## src/rtl/num_seq_pkg.sv

```systemverilog
// Shared types and helpers for the two-bit number sequencer.
package num_seq_pkg;

    typedef enum logic [1:0] {
        IDLE = 2'd0,
        RUN  = 2'd1,
        DONE = 2'd2
    } state_e;

    localparam logic DIR_UP   = 1'b0;
    localparam logic DIR_DOWN = 1'b1;

    // Next code in the chosen direction; two-bit arithmetic gives the mod-4 wrap.
    function automatic logic [1:0] step_num(input logic [1:0] n, input logic d);
        return (d == DIR_DOWN) ? (n - 2'd1) : (n + 2'd1);
    endfunction

    // True when stepping from n in direction d crosses the 3/0 boundary.
    function automatic logic is_wrap(input logic [1:0] n, input logic d);
        return (d == DIR_DOWN) ? (n == 2'd0) : (n == 2'd3);
    endfunction

endpackage

```

## src/rtl/dwell_timer.sv

```systemverilog
// Reloadable down counter: ticks while running whenever it reaches zero,
// then reloads so each step lasts reload+1 cycles.
module dwell_timer #(
    parameter int DWELL_W = 4
) (
    input  logic               clk,
    input  logic               rst,
    input  logic               load_i,
    input  logic [DWELL_W-1:0] load_val_i,
    input  logic               run_i,
    input  logic [DWELL_W-1:0] reload_val_i,
    output logic               tick_o
);

    localparam logic [DWELL_W-1:0] ONE = {{(DWELL_W-1){1'b0}}, 1'b1};

    logic [DWELL_W-1:0] cnt_q;
    logic [DWELL_W-1:0] cnt_d;

    assign tick_o = run_i && (cnt_q == '0);

    // Next count: explicit load wins, otherwise count down and reload at zero.
    always_comb begin
        cnt_d = cnt_q;
        if (load_i) begin
            cnt_d = load_val_i;
        end else if (run_i) begin
            if (cnt_q == '0) begin
                cnt_d = reload_val_i;
            end else begin
                cnt_d = cnt_q - ONE;
            end
        end
    end

    // Counter register.
    always_ff @(posedge clk or posedge rst) begin
        if (rst) begin
            cnt_q <= '0;
        end else begin
            cnt_q <= cnt_d;
        end
    end

endmodule

```

## src/rtl/num_sequencer.sv

```systemverilog
// Two-bit number sequencer feeding a 2-to-4 decoder. Steps up or down every
// dwell+1 cycles, either continuously or for a single pass of four steps.
// Optional preset (load/load_val) is compiled in with NUM_SEQ_LOAD_EN.
module num_sequencer
    import num_seq_pkg::*;
#(
    parameter int DWELL_W = 4
) (
    input  logic               clk,
    input  logic               rst,
    input  logic               start,
    input  logic               stop,
    input  logic               dir,
    input  logic               single,
    input  logic [DWELL_W-1:0] dwell,
`ifdef NUM_SEQ_LOAD_EN
    input  logic               load,
    input  logic [1:0]         load_val,
`endif
    output logic [1:0]         num,
    output logic               busy,
    output logic               wrap,
    output logic               done
);

    state_e             state_q, state_d;
    logic [1:0]         num_q, num_d;
    logic               busy_q, busy_d;
    logic               wrap_q, wrap_d;
    logic               done_q, done_d;
    logic               dir_q, dir_d;
    logic               single_q, single_d;
    logic [DWELL_W-1:0] dwell_q, dwell_d;
    logic [1:0]         steps_q, steps_d;
    logic               tmr_load;
    logic               tick;

    dwell_timer #(
        .DWELL_W(DWELL_W)
    ) u_timer (
        .clk         (clk),
        .rst         (rst),
        .load_i      (tmr_load),
        .load_val_i  (dwell),
        .run_i       (state_q == RUN),
        .reload_val_i(dwell_q),
        .tick_o      (tick)
    );

    // Next-state and registered-output decode.
    always_comb begin
        state_d  = state_q;
        num_d    = num_q;
        wrap_d   = 1'b0;
        done_d   = 1'b0;
        dir_d    = dir_q;
        single_d = single_q;
        dwell_d  = dwell_q;
        steps_d  = steps_q;
        tmr_load = 1'b0;
        case (state_q)
            IDLE: begin
`ifdef NUM_SEQ_LOAD_EN
                // A preset in the same cycle as start takes precedence.
                if (load) begin
                    num_d = load_val;
                end else
`endif
                if (start) begin
                    state_d  = RUN;
                    dir_d    = dir;
                    single_d = single;
                    dwell_d  = dwell;
                    steps_d  = 2'd0;
                    tmr_load = 1'b1;
                end
            end
            RUN: begin
                // Stop beats a coincident step: code and wrap stay untouched.
                if (stop) begin
                    state_d = IDLE;
                end else if (tick) begin
                    num_d   = step_num(num_q, dir_q);
                    wrap_d  = is_wrap(num_q, dir_q);
                    steps_d = steps_q + 2'd1;
                    if (single_q && (steps_q == 2'd3)) begin
                        state_d = DONE;
                        done_d  = 1'b1;
                    end
                end
            end
            DONE: begin
                state_d = IDLE;
            end
            default: begin
                state_d = IDLE;
            end
        endcase
        busy_d = (state_d == RUN);
    end

    // State and output registers.
    always_ff @(posedge clk or posedge rst) begin
        if (rst) begin
            state_q  <= IDLE;
            num_q    <= 2'd0;
            busy_q   <= 1'b0;
            wrap_q   <= 1'b0;
            done_q   <= 1'b0;
            dir_q    <= DIR_UP;
            single_q <= 1'b0;
            dwell_q  <= '0;
            steps_q  <= 2'd0;
        end else begin
            state_q  <= state_d;
            num_q    <= num_d;
            busy_q   <= busy_d;
            wrap_q   <= wrap_d;
            done_q   <= done_d;
            dir_q    <= dir_d;
            single_q <= single_d;
            dwell_q  <= dwell_d;
            steps_q  <= steps_d;
        end
    end

    assign num  = num_q;
    assign busy = busy_q;
    assign wrap = wrap_q;
    assign done = done_q;

endmodule

```

## config.mk

```make
export PLATFORM = sky130hd
export DESIGN_NAME = num_sequencer
export DESIGN_NICKNAME = d
export VERILOG_FILES = /design/src/rtl/num_seq_pkg.sv /design/src/rtl/dwell_timer.sv /design/src/rtl/num_sequencer.sv
export SDC_FILE = /design/constraint.sdc
export NUM_CORES = 1
export LEC_CHECK = 0
export ABC_AREA = 1
export CORE_MARGIN = 4
export CORE_UTILIZATION = 40
export CTS_CLUSTER_DIAMETER = 40
export DETAILED_ROUTE_END_ITERATION = 6
export HOLD_SLACK_MARGIN = 0.05
export PLACE_DENSITY = 0.71
export REMOVE_ABC_BUFFERS = 1
export SLEW_MARGIN = 10
export SYNTH_ARGS = -nofsm -noshare
export SYNTH_HDL_FRONTEND = slang
export SYNTH_SLANG_ARGS = --single-unit
export TNS_END_PERCENT = 20
```

## constraint.sdc

```tcl
create_clock -name clk -period 1.5 [get_ports clk]
set_input_delay 0.45 -clock clk [delete_from_list [all_inputs] [get_ports clk]]
set_output_delay 0.45 -clock clk [all_outputs]
set_load 0.02 [all_outputs]
```

After elaboration in Yosys (flattened, before gate mapping)
Cells that the tools add are included.
- input bits: 10
- register bits after elaboration: 19
- word-level logic and storage cells: 55
- output and inout bits: 5
- reduce and logical (&&, ||, !) cells: 10
- add/subtract/negate cells: 4
- bitwise logic cells: 1
- equal/unequal tests: 7
- mux-type cells: 23
- operator list (cell ; number):
    $mux W2 ; 8
    $mux W4 ; 3
    $mux W1 ; 10
    $pmux W2 S2 ; 2
    $ne A2 B2 Y1 const B ; 3
    $add A2 B1 Y2 const B ; 2
    $eq A2 B1 Y1 const B ; 2
    $eq A2 B2 Y1 const B ; 2
    $logic_not A2 Y1 ; 2
    $logic_not A4 Y1 ; 1
    $reduce_and A4 Y1 ; 1
    $reduce_bool A2 Y1 ; 2
    $sub A4 B1 Y4 const B ; 1
    $reduce_and A3 Y1 ; 1
    $logic_and A1 B1 Y1 ; 2
    $reduce_and A2 Y1 ; 1
    $sub A2 B1 Y2 const B ; 1
    $not A1 Y1 ; 1

Longest topological paths before layout
Gate-level depths: netlist of run 1.
- depth in word-level cells: 7
- gate-level depth with buffers: 8
- gate-level depth less buffers: 8

Hierarchy
From an unflattened synthesis of run 1, not the netlist that was laid out.
- cell total of the unflattened synthesis: 124
- area, all modules: 947.2 um2
- by module, submodules not included (module ; area each (um2) ; times used ; cells each):
    num_sequencer ; 649.4 ; 1 ; 77
    dwell_timer ; 297.8 ; 1 ; 47

Least setup slack after synthesis of run 1
No wires, ideal clock.
- path kind: register to register
- from: register u_timer.cnt_q[0]
- to: register num_q[0] (netlist: num[0])
- clock period less this slack: 1.256 ns
- stages on the path, launching flop included: 7
- buffers on the path: 0
- data arrival time: 1.132 ns
- path slack: 0.244 ns
- library setup time: 0.124 ns
- cells stage by stage: dfrtp_1 > inv_1 > ha_1 > nand3_4 > nor2_4 > nand2_4 > xor2_1
- word-level cells in the longest chain between the ends: 3
- ends and longest elaborated chain (element ; RTL line ; source):
    start: declaration ; dwell_timer.sv:17 ; logic [DWELL_W-1:0] cnt_q;
    start signal: assignment ; dwell_timer.sv:41 ; cnt_q <= cnt_d;
    $logic_not A4 Y1 ; dwell_timer.sv:20 ; assign tick_o = run_i && (cnt_q == '0);
    $logic_and A1 B1 Y1 ; dwell_timer.sv:20 ;
    $reduce_and A3 Y1 (no source line) ; n/a ;
    end signal: assignment ; num_sequencer.sv:116 ; num_q <= num_d;
    end: declaration ; num_sequencer.sv:27 ; logic [1:0] num_q, num_d;
No other way between the ends.
A chain may end at the register's enable or synchronous reset.

Worst setup path in the final report of run 1
- from: register num_q[0] (netlist: num[0])
- to: output port num[0]
- RTL lines (element ; RTL line ; source):
    end: declaration ; num_sequencer.sv:20 ; output logic [1:0] num,
No word-level cell between the ends.

==> metrics.md, run 1 <==
| Metric | Value |
|---|---|
| Fin crit share | `96.6%` |
| CP arrival | `1.00 ns` |
| Std-Cell Rows | `17` |
| # H-tree levels | `1` |
| Drt drc | `0` |
| Initial Utilization | `42.8%` |
| Worst path cell trace | `dlygate4sd2_1` |
| Post-synthesis adder-cell area fraction | `3.89%` |
| Clk pwr share | `14.7%` |
| Sw Share | `38.0%` |
| First-pass iteration count of the detailed router | `4` |
| Core Region | `2250 um2` |
| Commonest non-fill, non-tap cell in the layout | `nand2_1` |
| Filler Cell Count | `217` |
| Largest family of logic cells by synthesized area | `simple AND/OR/NAND/NOR gates` |
| Clock Skew | `0.00217 ns` |
| GP Congestion | `0.856` |
| Layout cell share with drive strength beyond 1 | `17.0%` |
| Post-layout min period | `1.45 ns` |
| Vias per Instance | `4.73` |
| VDD IR-drop max | `1010 uV` |
| Clk pin slew, worst setup/hold paths | `0.10 ns` |
| Buf+Inv Stages, Crit Path | `1` |
| Overflow left after global routing | `0` |
| Slew @ Worst Pin | `0.231 ns` |
| CTS tree | `built` |
| R2R depth | `7` |
| Setup-failing EPs final | `0` |
| Synth Area in Compound Gates | `11.9%` |
| Chip Width | `57.1 um` |
| R2R Setup Slk | `0.13 ns` |
| Sequential share of the synthesized area | `49.3%` |
| Dpl cells | `159` |
| Post-Synth XOR/XNOR Area | `2.72%` |
| Die height | `57.1 um` |
| PortBufs | `14` |
| Final setup TNS | `0 ns` |
| CTS root buf | `clkbuf_4` |
| First-pass GRT wire length | `2.93 mm` |
| Final Hold Vio Count | `0` |
| I/O Pins | `15` |
| RSZ-0062 raised after global routing | `no` |
| Max incr delay on CP | `0.39 ns` |
| Static leakage | `0.000649 uW` |
| Initial antenna violation count | `0` |
| Min-Delay Path Class | `input port to async pin` |
| Via Count | `771` |
| Mux contribution to synthesized area | `0%` |
| CP max stage cell | `dfrtp_1` |
| Routed Antenna Nets | `0` |
| CTS Buf Count | `3` |
| Comb pwr share | `42.6%` |
| Drt wl/cell | `10.7 um` |
| Crit path max-delay family | `flip-flops` |
| Max-Cap Viols | `0` |
| Worst Path Required | `1.05 ns` |
| Synthesized cell area | `965 um2` |
| Crit path kind | `flop to primary output` |
| Syn avg cell area | `8.69 um2` |
| Layout area overhead | `25.0%` |
| Core Util, Final | `53.5%` |
| HPWL after DPL | `1.34 mm` |
| Rel. slew slack | `84.5%` |
| Crit. End Element | `primary output` |
| Slew Limit Fails | `0` |
| Reg2reg start | `u_timer.cnt_q[1]` |
| Initial DRC count | `24` |
| Clk Latency, worst-skew pair | `0.29 ns` |
| Int Power | `1050 uW` |
| Die area | `3260 um2` |
| Commonest cells after routing, fill and taps aside | `nand2_1 (32), dfrtp_1 (19), inv_1 (13)` |
| Status | `finished clean` |
| Final non-filler cell total | `163` |
| Worst setup SP type | `flop` |
| Gr usage total | `11.4%` |
| Cells after synthesis | `111` |
| Post-synthesis simple-gate area fraction | `24.4%` |
| Fin nets | `149` |
| Post-Route WL | `1.75 mm` |
| Max Fanout on Critical Path | `2` |
| F_max | `0.690 GHz` |
| Synth Register Bits | `19` |
| Synth unique cells | `22` |
| Sequential power share | `42.6%` |
| Largest net degree at the start of global routing | `20` |
| Synth warn | `0` |
| Psw | `641 uW` |
| Max clock buf depth | `2` |
| Vias in the first global route | `733` |
| # diodes | `0` |
| Reg-to-Reg End | `steps_q[0]` |
| Pwr/cell area | `1400 nW/um2` |
| Clock Sinks | `19` |
cells by family after synthesis:
logic type               Yosys count
buffers and inverters             19
adder cells (fa/ha/maj)            3
XOR/XNOR                           3
AND/OR/NAND/NOR                   48
AO/OA/AOI/OAI                     19
flip-flops                        19
routing by layer:
metal	up-vias	share of wire (%)	GRT usage, %	routed length, um
li1	395	-	-	-
met1	346	47	14.7	822
met2	30	47	18.3	825
met3	0	5.6	3.17	98
met4	0	0	4.30	0
met5	-	0	0	0
power by group through the flow:
stage,registers [uW],logic [uW],clock network [uW]
finish,719,719,249
global route,735,816,283
CTS,719,722,259
detailed placement,730,738,0
global placement,723,724,0
floorplan,757,469,0
cells in the mapped netlist, drive strengths merged:
cell type,n,area share [%]
buf,1,0.78
nand3,6,4.4
o31ai,2,1.6
dfrtp,19,49
o21bai,2,1.6
inv,18,7.0
xnor2,1,0.91
nor2,6,3.4
a21oi,1,0.52
nand2,36,17
o21ai,12,6.2
xor2,2,1.8
a21boi,1,0.78
ha,3,3.9
a211oi,1,1.3
state kept, by name (all words and copies together) (netlist names), 2 cells and up:
name,count
dwell_q,4
u_timer.cnt_q,4
num,2
state_q,2
steps_q,2
timing repair:
item,in CTS,in global routing
gates resized for setup,5,1
hold buffers,0,0
buffers inserted,0,0
endpoints found under the setup margin,5,1
through the flow:
step | cell area [um2] | power [uW] | setup WS, ns | hold slack (ns)
after floorplan | 957 | 1230 | 0.244 | 0.401
after global placement | 1180 | 1450 | 0.00956 | 0.469
after detailed placement | 1180 | 1470 | -0.0424 | 0.467
after CTS | 1200 | 1700 | 0.0153 | 0.473
after global routing | 1210 | 1830 | 0.00741 | 0.488
final | 1210 | 1690 | 0.0515 | 0.471
area by class of cell:
cell class / instances / area (um2) / share of cell area (%)
clock buffers: 4 / 26.3 / 2.18
repair buffers: 21 / 188 / 15.6
well taps: 28 / 35.0 / 2.90
flip-flops and latches: 19 / 475 / 39.4
inverters: 18 / 67.6 / 5.60
multi-input cells: 73 / 414 / 34.3
how the worst max path moves through the flow:
stage / cells after the start / startpoint / end / slack, ns
after floorplan: 6 / u_timer.cnt_q[0] / num[0] / 0.24
after global placement: 6 / start / u_timer.cnt_q[1] / 0.01
after detailed placement: 6 / start / u_timer.cnt_q[1] / -0.04
after CTS: 1 / num[1] / num[1] / 0.02
after global routing: 1 / num[0] / num[0] / 0.007
final: 1 / num[0] / num[0] / 0.05
worst min-delay path, cell delays in order:
cell             delay [ns]
clkdlybuf4s50_1        0.39
inv_1                  0.05
buf_4                  0.25
Note: power is estimated with default switching activity, not from simulation.
==> run 2: changes to the inputs <==
CTS_CLUSTER_DIAMETER = 100   (was 40)
clock period = 1.7 ns   (was 1.5 ns; I/O delays follow)
==> metrics.md, run 2 (same netlist as run 1, synthesis figures left out) <==
| Metric | Value |
|---|---|
| Status | `finished clean` |
| Pwr/cell area | `1240 nW/um2` |
| Max-Cap Viols | `0` |
| Clk pin slew, worst setup/hold paths | `0.10 ns` |
| Largest registers | `dwell_q (4), u_timer.cnt_q (4)` |
| Total power | `1440 uW` |
| Initial DRC count | `18` |
| Dpl cells | `153` |
| Die area | `3260 um2` |
| RSZ-0062 raised after global routing | `no` |
| GP Congestion | `0.803` |
| HPWL after DPL | `1.29 mm` |
| Core Region | `2250 um2` |
| Reg-to-Reg End | `num[0]` |
| CTS Buf Count | `3` |
| VDD IR-drop max | `745 uV` |
| Die height | `57.1 um` |
| Initial Utilization | `42.8%` |
| Fin nets | `143` |
| First-pass GRT wire length | `2.88 mm` |
| Initial antenna violation count | `0` |
| Max clock buf depth | `2` |
| Largest net degree at the start of global routing | `20` |
| Slew @ Worst Pin | `0.243 ns` |
| Slew Limit Fails | `0` |
| Final Hold Vio Count | `0` |
| Overflow left after global routing | `0` |
| Filler Cell Count | `224` |
| Final Worst Setup Slack | `0.138 ns` |
| Rel. slew slack | `83.8%` |
| # diodes | `0` |
| Buf+Inv Stages, Crit Path | `1` |
| Vias per Instance | `4.64` |
| # H-tree levels | `1` |
| Layout cell share with drive strength beyond 1 | `13.2%` |
| CTS tree | `built` |
| Drt drc | `0` |
| Post-Route WL | `1.70 mm` |
| Reg2reg start | `u_timer.cnt_q[0]` |
| Vias in the first global route | `707` |
| Crit. End Element | `primary output` |
| F_max | `0.640 GHz` |
| Core Util, Final | `51.4%` |
| Clock Skew | `0.00240 ns` |
| Gr usage total | `11.2%` |
| Worst hold start | `dwell_q[1]` |
| Chip Width | `57.1 um` |
| Final non-filler cell total | `157` |
| Area occupied by registers | `475 um2` |
| Max Fanout on Critical Path | `4` |
| Fin crit share | `91.9%` |
| Worst Hold Path Cells | `2` |
| Via Count | `729` |
| Post-CTS Setup Inserts | `0` |
| Drt wl/cell | `10.8 um` |
| Commonest non-fill, non-tap cell in the layout | `nand2_1` |
| CTS root buf | `clkbuf_4` |
| First-pass iteration count of the detailed router | `4` |
| Min-Delay Path Class | `flop to flop` |
| Crit path kind | `flop to primary output` |
| R2R Setup Slk | `0.29 ns` |
| Clk Latency, worst-skew pair | `0.29 ns` |
| Final setup TNS | `0 ns` |
| Commonest cells after routing, fill and taps aside | `nand2_1 (32), dfrtp_1 (19), inv_1 (13)` |
| I/O Pins | `15` |
| Clock Sinks | `19` |
| Area occupied by multi-input gates | `414 um2` |
| Worst Path Required | `1.19 ns` |
| PortBufs | `14` |
| Layout area overhead | `20.2%` |
| Static leakage | `0.000621 uW` |
| Routed Antenna Nets | `0` |
| Max incr delay on CP | `0.40 ns` |
| Setup-failing EPs final | `0` |
| Worst Hold Path EP | `dwell_q[1]` |
| CP max stage cell | `dfrtp_1` |
| Crit path max-delay family | `flip-flops` |
| Worst setup SP type | `flop` |
| R2R depth | `6` |
| Worst path cell trace | `dlygate4sd2_1` |
| CP arrival | `1.05 ns` |
| Std-Cell Rows | `17` |
| Post-layout min period | `1.56 ns` |
| Place WS | `0.0429 ns` |
run 2: cell types whose count changed in the layout (fill, tap and decap cells not counted), sizes merged:
cell	delta
buf	-6
clkdlybuf4s15	-1
dlygate4sd2	+1
run 2: how the worst max path moves through the flow:
stage                                 from                to  depth (start not counted)
final                               num[0]            num[0]                          1
after global routing                num[0]            num[0]                          1
after CTS                           num[0]            num[0]                          1
after detailed placement             start  u_timer.cnt_q[0]                          6
after global placement               start  u_timer.cnt_q[1]                          6
after floorplan           u_timer.cnt_q[0]            num[0]                          6
run 2: layer usage:
layer	wire length [um]	vias to the layer above	track usage (%)
li1	-	386	-
met1	815	327	14.0
met2	797	13	18.1
met3	59	3	2.94
met4	23	0	4.97
met5	0	-	0
run 2: layout make-up:
| cell class | count | share of cell area, % |
|---|---|---|
| sequential | 19 | 41.0 |
| multi-input combinational | 73 | 35.7 |
| timing repair buffer | 15 | 12.2 |
| inverter | 18 | 5.83 |
| tap | 28 | 3.02 |
| clock buffer | 4 | 2.27 |
run 2: timing repair:
action | 4_1_cts | 5_1_grt
gates resized for setup | 5 | 0
endpoints found under the setup margin | 5 | 0
hold buffers | 0 | 0
run 2: where the power goes:
group	internal [uW]	leakage (uW)	switching (uW)
combinational	229	0.000370	352
clock	91.4	0.0000150	132
sequential	563	0.000236	71.9
total	883	0.000621	556
run 2: metrics by stage:
step | area, um2 | hold WS [ns]
after floorplan | 957 | 0.444
after global placement | 1140 | 0.465
after detailed placement | 1140 | 0.464
after CTS | 1160 | 0.490
after global routing | 1160 | 0.514
final | 1160 | 0.487
